`src/rtl/fmul_pkg.sv`:
```
// Shared definitions for the fmul issue controller and the fmul core:
// FSM state encoding, IEEE field geometry for single/half and flag bit indices.
package fmul_pkg;

    typedef enum logic [1:0] {
        IDLE = 2'd0,
        BUSY = 2'd1,
        DONE = 2'd2
    } state_t;

    localparam int SGL_EXP_LSB = 23;
    localparam int SGL_EXP_W   = 8;
    localparam int SGL_MAN_W   = 23;

    localparam int HLF_EXP_LSB = 10;
    localparam int HLF_EXP_W   = 5;
    localparam int HLF_MAN_W   = 10;

    localparam int FLAG_NAN    = 3;
    localparam int FLAG_INF    = 2;
    localparam int FLAG_ZERO   = 1;
    localparam int FLAG_DENORM = 0;

    localparam logic [31:0] SGL_QNAN = 32'h7FC0_0000;
    localparam logic [31:0] HLF_QNAN = 32'h0000_7E00;

endpackage

```
`src/rtl/fmul_issue_ctrl_fmul.sv`:
```
// Combinational floating-point multiplier, single or half precision.
// Denormal inputs and underflowing results are flushed to signed zero.
// round_mode: 1 = round to nearest even, 0 = truncate toward zero.
module fmul
    import fmul_pkg::*;
(
    input  logic [31:0] op_a,
    input  logic [31:0] op_b,
    input  logic        mode_fp,
    input  logic        round_mode,
    output logic [31:0] re
);

    logic        sign_a, sign_b, sign_r;
    logic [7:0]  exp_a, exp_b, exp_max;
    logic [22:0] man_a, man_b;
    logic [9:0]  bias;
    logic [47:0] prod;
    logic [46:0] frac;
    logic [9:0]  exp_r;
    logic [23:0] keep;
    logic        guard, sticky, carry;
    logic        nan_a, nan_b, inf_a, inf_b, zero_a, zero_b;

    // Unpack both operands onto a common grid: half mantissas are left-aligned into 23 bits
    always_comb begin
        if (mode_fp) begin
            sign_a  = op_a[31];
            sign_b  = op_b[31];
            exp_a   = op_a[30:23];
            exp_b   = op_b[30:23];
            man_a   = op_a[22:0];
            man_b   = op_b[22:0];
            exp_max = 8'hFF;
            bias    = 10'd127;
        end else begin
            sign_a  = op_a[15];
            sign_b  = op_b[15];
            exp_a   = {3'b000, op_a[14:10]};
            exp_b   = {3'b000, op_b[14:10]};
            man_a   = {op_a[9:0], 13'b0};
            man_b   = {op_b[9:0], 13'b0};
            exp_max = 8'h1F;
            bias    = 10'd15;
        end
    end

    // Multiply significands, normalise, round to the target width and pack with special cases
    always_comb begin
        nan_a  = (exp_a == exp_max) && (man_a != '0);
        nan_b  = (exp_b == exp_max) && (man_b != '0);
        inf_a  = (exp_a == exp_max) && (man_a == '0);
        inf_b  = (exp_b == exp_max) && (man_b == '0);
        zero_a = (exp_a == '0);
        zero_b = (exp_b == '0);
        sign_r = sign_a ^ sign_b;

        prod  = {1'b1, man_a} * {1'b1, man_b};
        frac  = prod[47] ? prod[46:0] : {prod[45:0], 1'b0};
        exp_r = {2'b00, exp_a} + {2'b00, exp_b} - bias + {9'b0, prod[47]};

        if (mode_fp) begin
            keep   = {1'b0, frac[46:24]};
            guard  = frac[23];
            sticky = |frac[22:0];
        end else begin
            keep   = {14'b0, frac[46:37]};
            guard  = frac[36];
            sticky = |frac[35:0];
        end
        keep  = keep + {23'b0, round_mode & guard & (sticky | keep[0])};
        carry = mode_fp ? keep[23] : keep[10];
        if (carry) begin
            exp_r = exp_r + 10'd1;
        end

        if (nan_a || nan_b || (inf_a && zero_b) || (inf_b && zero_a)) begin
            re = mode_fp ? SGL_QNAN : HLF_QNAN;
        end else if (inf_a || inf_b || ($signed(exp_r) >= $signed({2'b00, exp_max}))) begin
            re = mode_fp ? {sign_r, 8'hFF, 23'b0} : {16'b0, sign_r, 5'h1F, 10'b0};
        end else if (zero_a || zero_b || ($signed(exp_r) <= $signed(10'd0))) begin
            re = mode_fp ? {sign_r, 31'b0} : {16'b0, sign_r, 15'b0};
        end else begin
            re = mode_fp ? {sign_r, exp_r[7:0], keep[22:0]}
                         : {16'b0, sign_r, exp_r[4:0], keep[9:0]};
        end
    end

endmodule

```
`src/rtl/fmul_issue_ctrl.sv`:
```
// Issue controller around the combinational fmul core: accepts a request, holds
// operands stable for MUL_CYCLES, captures and classifies the product, and
// returns it with its tag over a valid/ready handshake.
module fmul_issue_ctrl
    import fmul_pkg::*;
#(
    parameter int MUL_CYCLES = 2,
    parameter int TAG_W      = 4
) (
    input  logic             clk,
    input  logic             rst_n,
    input  logic             in_valid,
    output logic             in_ready,
    input  logic [31:0]      in_a,
    input  logic [31:0]      in_b,
    input  logic             in_mode_fp,
    input  logic             in_round,
    input  logic [TAG_W-1:0] in_tag,
    output logic             out_valid,
    input  logic             out_ready,
    output logic [31:0]      out_result,
    output logic [TAG_W-1:0] out_tag,
    output logic [3:0]       out_flags
);

    localparam logic [3:0] CNT_INIT = 4'(MUL_CYCLES - 1);

    if (MUL_CYCLES < 1 || MUL_CYCLES > 15) begin : g_bad_mul_cycles
        $error("fmul_issue_ctrl: MUL_CYCLES must be in 1..15");
    end

    state_t           state;
    logic [3:0]       cnt;
    logic [31:0]      a_q, b_q;
    logic             mode_q, round_q;
    logic [TAG_W-1:0] tag_q;
    logic [31:0]      fmul_re;
    logic [31:0]      result_c;

    // Exactly one or none of {nan, inf, zero, denorm} for the given precision
    function automatic logic [3:0] classify(input logic [31:0] r, input logic mode_fp);
        logic       exp_ones, exp_zero, man_zero;
        logic [3:0] f;
        if (mode_fp) begin
            exp_ones = &r[SGL_EXP_LSB +: SGL_EXP_W];
            exp_zero = ~|r[SGL_EXP_LSB +: SGL_EXP_W];
            man_zero = ~|r[SGL_MAN_W-1:0];
        end else begin
            exp_ones = &r[HLF_EXP_LSB +: HLF_EXP_W];
            exp_zero = ~|r[HLF_EXP_LSB +: HLF_EXP_W];
            man_zero = ~|r[HLF_MAN_W-1:0];
        end
        f              = '0;
        f[FLAG_NAN]    = exp_ones & ~man_zero;
        f[FLAG_INF]    = exp_ones & man_zero;
        f[FLAG_ZERO]   = exp_zero & man_zero;
        f[FLAG_DENORM] = exp_zero & ~man_zero;
        return f;
    endfunction

    assign in_ready = (state == IDLE) || ((state == DONE) && out_ready);
    assign result_c = mode_q ? fmul_re : {16'b0, fmul_re[15:0]};

    fmul u_fmul (
        .op_a       (a_q),
        .op_b       (b_q),
        .mode_fp    (mode_q),
        .round_mode (round_q),
        .re         (fmul_re)
    );

    // Request/compute/return sequencing; a DONE handshake can hand straight off to a new request
    always_ff @(posedge clk or negedge rst_n) begin
        if (!rst_n) begin
            state      <= IDLE;
            cnt        <= '0;
            a_q        <= '0;
            b_q        <= '0;
            mode_q     <= 1'b0;
            round_q    <= 1'b0;
            tag_q      <= '0;
            out_valid  <= 1'b0;
            out_result <= '0;
            out_tag    <= '0;
            out_flags  <= '0;
        end else begin
            case (state)
                IDLE: begin
                    if (in_valid) begin
                        a_q     <= in_a;
                        b_q     <= in_b;
                        mode_q  <= in_mode_fp;
                        round_q <= in_round;
                        tag_q   <= in_tag;
                        cnt     <= CNT_INIT;
                        state   <= BUSY;
                    end
                end
                BUSY: begin
                    if (cnt == 4'd0) begin
                        out_result <= result_c;
                        out_tag    <= tag_q;
                        out_flags  <= classify(result_c, mode_q);
                        out_valid  <= 1'b1;
                        state      <= DONE;
                    end else begin
                        cnt <= cnt - 4'd1;
                    end
                end
                DONE: begin
                    if (out_ready) begin
                        out_valid <= 1'b0;
                        if (in_valid) begin
                            a_q     <= in_a;
                            b_q     <= in_b;
                            mode_q  <= in_mode_fp;
                            round_q <= in_round;
                            tag_q   <= in_tag;
                            cnt     <= CNT_INIT;
                            state   <= BUSY;
                        end else begin
                            state <= IDLE;
                        end
                    end
                end
                default: state <= IDLE;
            endcase
        end
    end

endmodule

```
`config.mk`:
```
export PLATFORM = sky130hd
export DESIGN_NAME = fmul_issue_ctrl
export DESIGN_NICKNAME = d
export VERILOG_FILES = /design/src/rtl/fmul_pkg.sv /design/src/rtl/fmul_issue_ctrl_fmul.sv /design/src/rtl/fmul_issue_ctrl.sv
export SDC_FILE = /design/constraint.sdc
export NUM_CORES = 2
export LEC_CHECK = 0
export ABC_CLOCK_PERIOD_IN_PS = 33400
export BUFFER_PORTS_ARGS = -buffer_cell sky130_fd_sc_hd__buf_4
export CAP_MARGIN = 20
export CORE_ASPECT_RATIO = 0.9
export CORE_MARGIN = 2
export CORE_UTILIZATION = 50
export DETAILED_ROUTE_END_ITERATION = 8
export PLACE_DENSITY = 0.67
export RECOVER_POWER = 50
export SLEW_MARGIN = 5
export SYNTH_ARGS = -nofsm -noshare
export SYNTH_HDL_FRONTEND = slang
export SYNTH_SLANG_ARGS = --single-unit
```
`constraint.sdc`:
```
create_clock -name clk -period 33.4 [get_ports clk]
set_input_delay 5.01 -clock clk [delete_from_list [all_inputs] [get_ports clk]]
set_output_delay 5.01 -clock clk [all_outputs]
set_load 0.005 [all_outputs]
```
==> summary by stage <==
Setup path
The largest single stage delay on the critical path is 2950 ps. The most numerous cell on the critical path is sky130_fd_sc_hd__fa_1. For the worst setup path, the data required time is 33770 ps. Setup slack on the worst reg-to-reg path comes out at 16210 ps. For the worst setup path, the data arrival time is 17560 ps. Counting cells, the worst reg-to-reg path comes to 42.

The most critical setup path has its startpoint at mode_q. The critical path is of the reg2reg type. The element type at the critical path start is a flip-flop. Following the worst setup path forward leads to its endpoint at out_result[10].

In this design, the largest share of critical-path delay is due to adder cells. The peak fanout along the critical path is 109. The critical path endpoint category is a flip-flop. In this run the critical register-to-register path is captured at out_result[10]. The critical path crosses 42 cells after its start point. The critical path contains buffers and inverters numbering 6 combined. The cell type of the slowest stage on the worst timing path is sky130_fd_sc_hd__clkbuf_1. The startpoint identified for the worst register-to-register timing path is mode_q.

Yosys
The fraction of the mapped netlist area in simple logic gates is 18.74%. By area, the combinational part of the netlist is dominated by adder cells. After synthesis, the share of flip-flops with an asynchronous set or reset is 100.0%. The XOR/XNOR share of the synthesized area is 2.651%. The fraction of the mapped netlist area in compound gates is 9.043%.

The netlist area before placement is 0.02803 sq mm. The adder-cell share of the synthesized area is 43.38%. The count of state elements after synthesis is 117.

Yosys mapped the design onto 119 distinct sky130hd cell types. The mean area per synthesized cell is 8.784 sq um. The number of enable flip-flop cells after synthesis is 0. The instance count of the mapped netlist is 3191. The fraction of the yosys area taken by sequential cells is 10.45%.

For this run, the number of Yosys warnings is 0. The net count of the mapped netlist is 3947. The mux cell area share after synthesis is 5.053%. In the synthesized netlist the dominant register cell turns out to be sky130_fd_sc_hd__dfrtp_1.

Placed design
After detailed placement, the design holds a cell count of 3918. The HPWL after detailed placement is 71.66 mm. The placed instances occupy a cell area of 0.02937 sq mm. The count of buffers added on input and output ports is 115. The congestion estimate from routability-driven global placement came to 0.9803.

STA
The clock period could shrink to 17190 ps. Clock skew on the completed layout was measured at 14.76 ps. Setup repair after global routing left no endpoint under its margin.

The number of max-slew violations in the final report was 230. The final number of hold-violating endpoints was 0. After routing, the total negative slack on setup checks comes to 0 ps. For this run, the top clock speed supported by timing is 58.18 MHz.

The actual slew at the worst max-slew pin is 4167 ps. Setup violations remaining at the end of the flow were counted as 0. The relative max-transition margin is -177.8%. Of the available clock period, the critical path in the final layout requires 51.46%.

Clocking
The clock passes through at most 2 buffers. TritonCTS built the clock tree. The count of cells resized by post-cts repair is 0. Clock-pin slew was measured on the worst setup and hold paths at 70 ps. The tree built by TritonCTS fans out to 117 sinks. Clock tree synthesis inserted a total of 17 buffers. The number of levels in the clock H-tree is 4.

The cell sitting at the root of the clock tree is a sky130_fd_sc_hd__clkbuf_16. The post-CTS setup buffer count is 0. For this design, the CTS-stage hold fixing added 0 buffers. The insertion delay of the later-clocked pin in the worst-skew pair is 480 ps.

Status
The flow ran to the end, but the final reports show violations. The final reports fail on capacitance limit, slew limit.

Final layout
Compared with the post-synthesis result, the final layout area differs by 6.821%. The most common library cell in the layout ignoring fill and taps is sky130_fd_sc_hd__inv_1. The library cells used most frequently in the layout, excluding fill and tap cells, are sky130_fd_sc_hd__inv_1 (588), sky130_fd_sc_hd__fa_1 (483), sky130_fd_sc_hd__nand2_1 (426), sky130_fd_sc_hd__and3_1 (220), sky130_fd_sc_hd__ha_1 (199).

The post-layout instance count excluding filler cells is 3951. The combined area of the multi-input logic cells is 0.02211 sq mm. The post-route standard cell area excluding fillers is 0.02994 sq mm. The net count of the finished layout is 3937.

After filler insertion, the fill cell instance count of the layout stands at 5077. The register area is 0.002932 sq mm. The share of final-layout standard cells stronger than drive strength 1 is 10.33%.

Global route
The pin count of the biggest net entering global routing is 110. The overall global routing resource usage is 32.10%. The via count of the first global-routing pass came to 24340. The first global-routing pass estimated 142.2 mm of wire.

The overflow left after global routing is 0. The initial antenna violation count is 1.

Worst hold path
The worst hold path belongs to the class reg2reg.

Floorplan
From bottom edge to top edge, the die measures 228.6 microns. The floorplan step defined a die boundary enclosing 0.05797 sq mm. The effective utilization at floorplan is 50.50%.

In this run the count of I/O pins placed on the die edge is 116. The floorplan has 82 rows. The chip width is 253.6 microns. The core region is 0.05551 sq mm.

Route
The number of violations reported at the end of detailed-routing iteration 0 is 2399. The total detailed-routing wirelength is 88.58 mm. The first detailed-routing pass ran for 6 iterations.

In the final routed layout, each cell accounts on average for 22.42 microns. The per-cell via count in the routed design is 5.905. The post-detailed-route count of antenna-violating nets is 0. The total DRC errors in the routed layout is 0. The total via count after detailed routing is 23330.

Flow run
The tool flagged a number of max-cap violations equal to 3.
[flip-flops by register name (all words and copies together) (netlist names), 2 cells and up]
signal and count:
a_q 32, b_q 32, out_result 32, cnt 4, out_flags 4, out_tag 4
tag_q 4, state 2
[worst min-delay path by stage]
stage | start | end | slack, ps | cells after the start
2_1_floorplan | tag_q[0] | out_tag[0] | 430 | 2
3_3_place_gp | tag_q[3] | out_tag[3] | 450 | 2
3_5_place_dp | tag_q[2] | out_tag[2] | 450 | 2
4_1_cts | tag_q[2] | out_tag[2] | 460 | 2
5_1_grt | tag_q[3] | out_tag[3] | 490 | 2
6_report | out_result[7] | out_result[7] | 460 | 2
[cell usage after synthesis (all sizes together) (8+ instances only)]
library cell | n | area share, %
inv | 588 | 7.9
fa | 483 | 34
nand2 | 429 | 5.8
and3 | 221 | 5.0
ha | 199 | 8.9
clkbuf | 143 | 1.9
nor2 | 128 | 1.7
dfrtp | 117 | 10
a21oi | 88 | 1.6
o21ai | 88 | 1.6
mux2 | 87 | 3.5
xnor2 | 54 | 1.7
and2 | 48 | 1.1
nand3 | 44 | 0.85
nor3 | 44 | 0.90
buf | 43 | 0.88
nand4 | 35 | 0.80
mux2i | 32 | 1.1
xor2 | 30 | 0.96
nor4 | 28 | 0.75
a21o | 19 | 0.51
o211ai | 19 | 0.53
o21a | 19 | 0.51
a31oi | 17 | 0.38
a211oi | 14 | 0.47
o31ai | 13 | 0.37
or3 | 12 | 0.29
a21boi | 8 | 0.23
o2111ai | 8 | 0.27
or2 | 8 | 0.18
[metrics by stage]
step	hold slack, ps	util, %	setup slack [ps]
floorplan	434.8	-	20300
global placement	446.1	52.92	19140
detailed placement	447.1	52.92	18670
CTS	462.9	54.04	18600
global route	494.7	53.94	14910
finish	464.8	53.94	16210
[logic make-up after synthesis]
| logic type | Yosys count |
|---|---|
| DFF | 117 |
| AOI/OAI and AO/OA | 366 |
| muxes | 124 |
| and+or+nand+nor | 1044 |
| buffers and inverters | 774 |
| adders and majority gates | 682 |
| xor gates and xnor gates | 84 |
[worst min-delay path, cell delays in order (launching register included)]
cell and delay (ps):
sky130_fd_sc_hd__dfrtp_1 340, sky130_fd_sc_hd__nand2_1 50, sky130_fd_sc_hd__nand2_1 50
[routing by layer]
| layer | part of all wire, % | vias to the layer above | global-route usage [%] |
|---|---|---|---|
| li1 | - | 10230 | - |
| met1 | 43 | 11730 | 45.96 |
| met2 | 44 | 1194 | 47.52 |
| met3 | 10 | 172 | 8.234 |
| met4 | 3.1 | 0 | 10.39 |
| met5 | 0 | - | 0 |
[final cells by class]
cell class	instances	share of cell area, %
Tap cell	756	3.159
Timing Repair Buffer	157	3.761
Sequential cell	117	9.791
Clock inverter	15	0.6477
Multi-Input combinational cell	2300	73.84
Inverter	588	7.371
Clock buffer	17	1.421
Antenna cell	1	0.008357
Power is not shown: default switching activity piles up to over one toggle a cycle in this logic, so the estimate is an artifact.
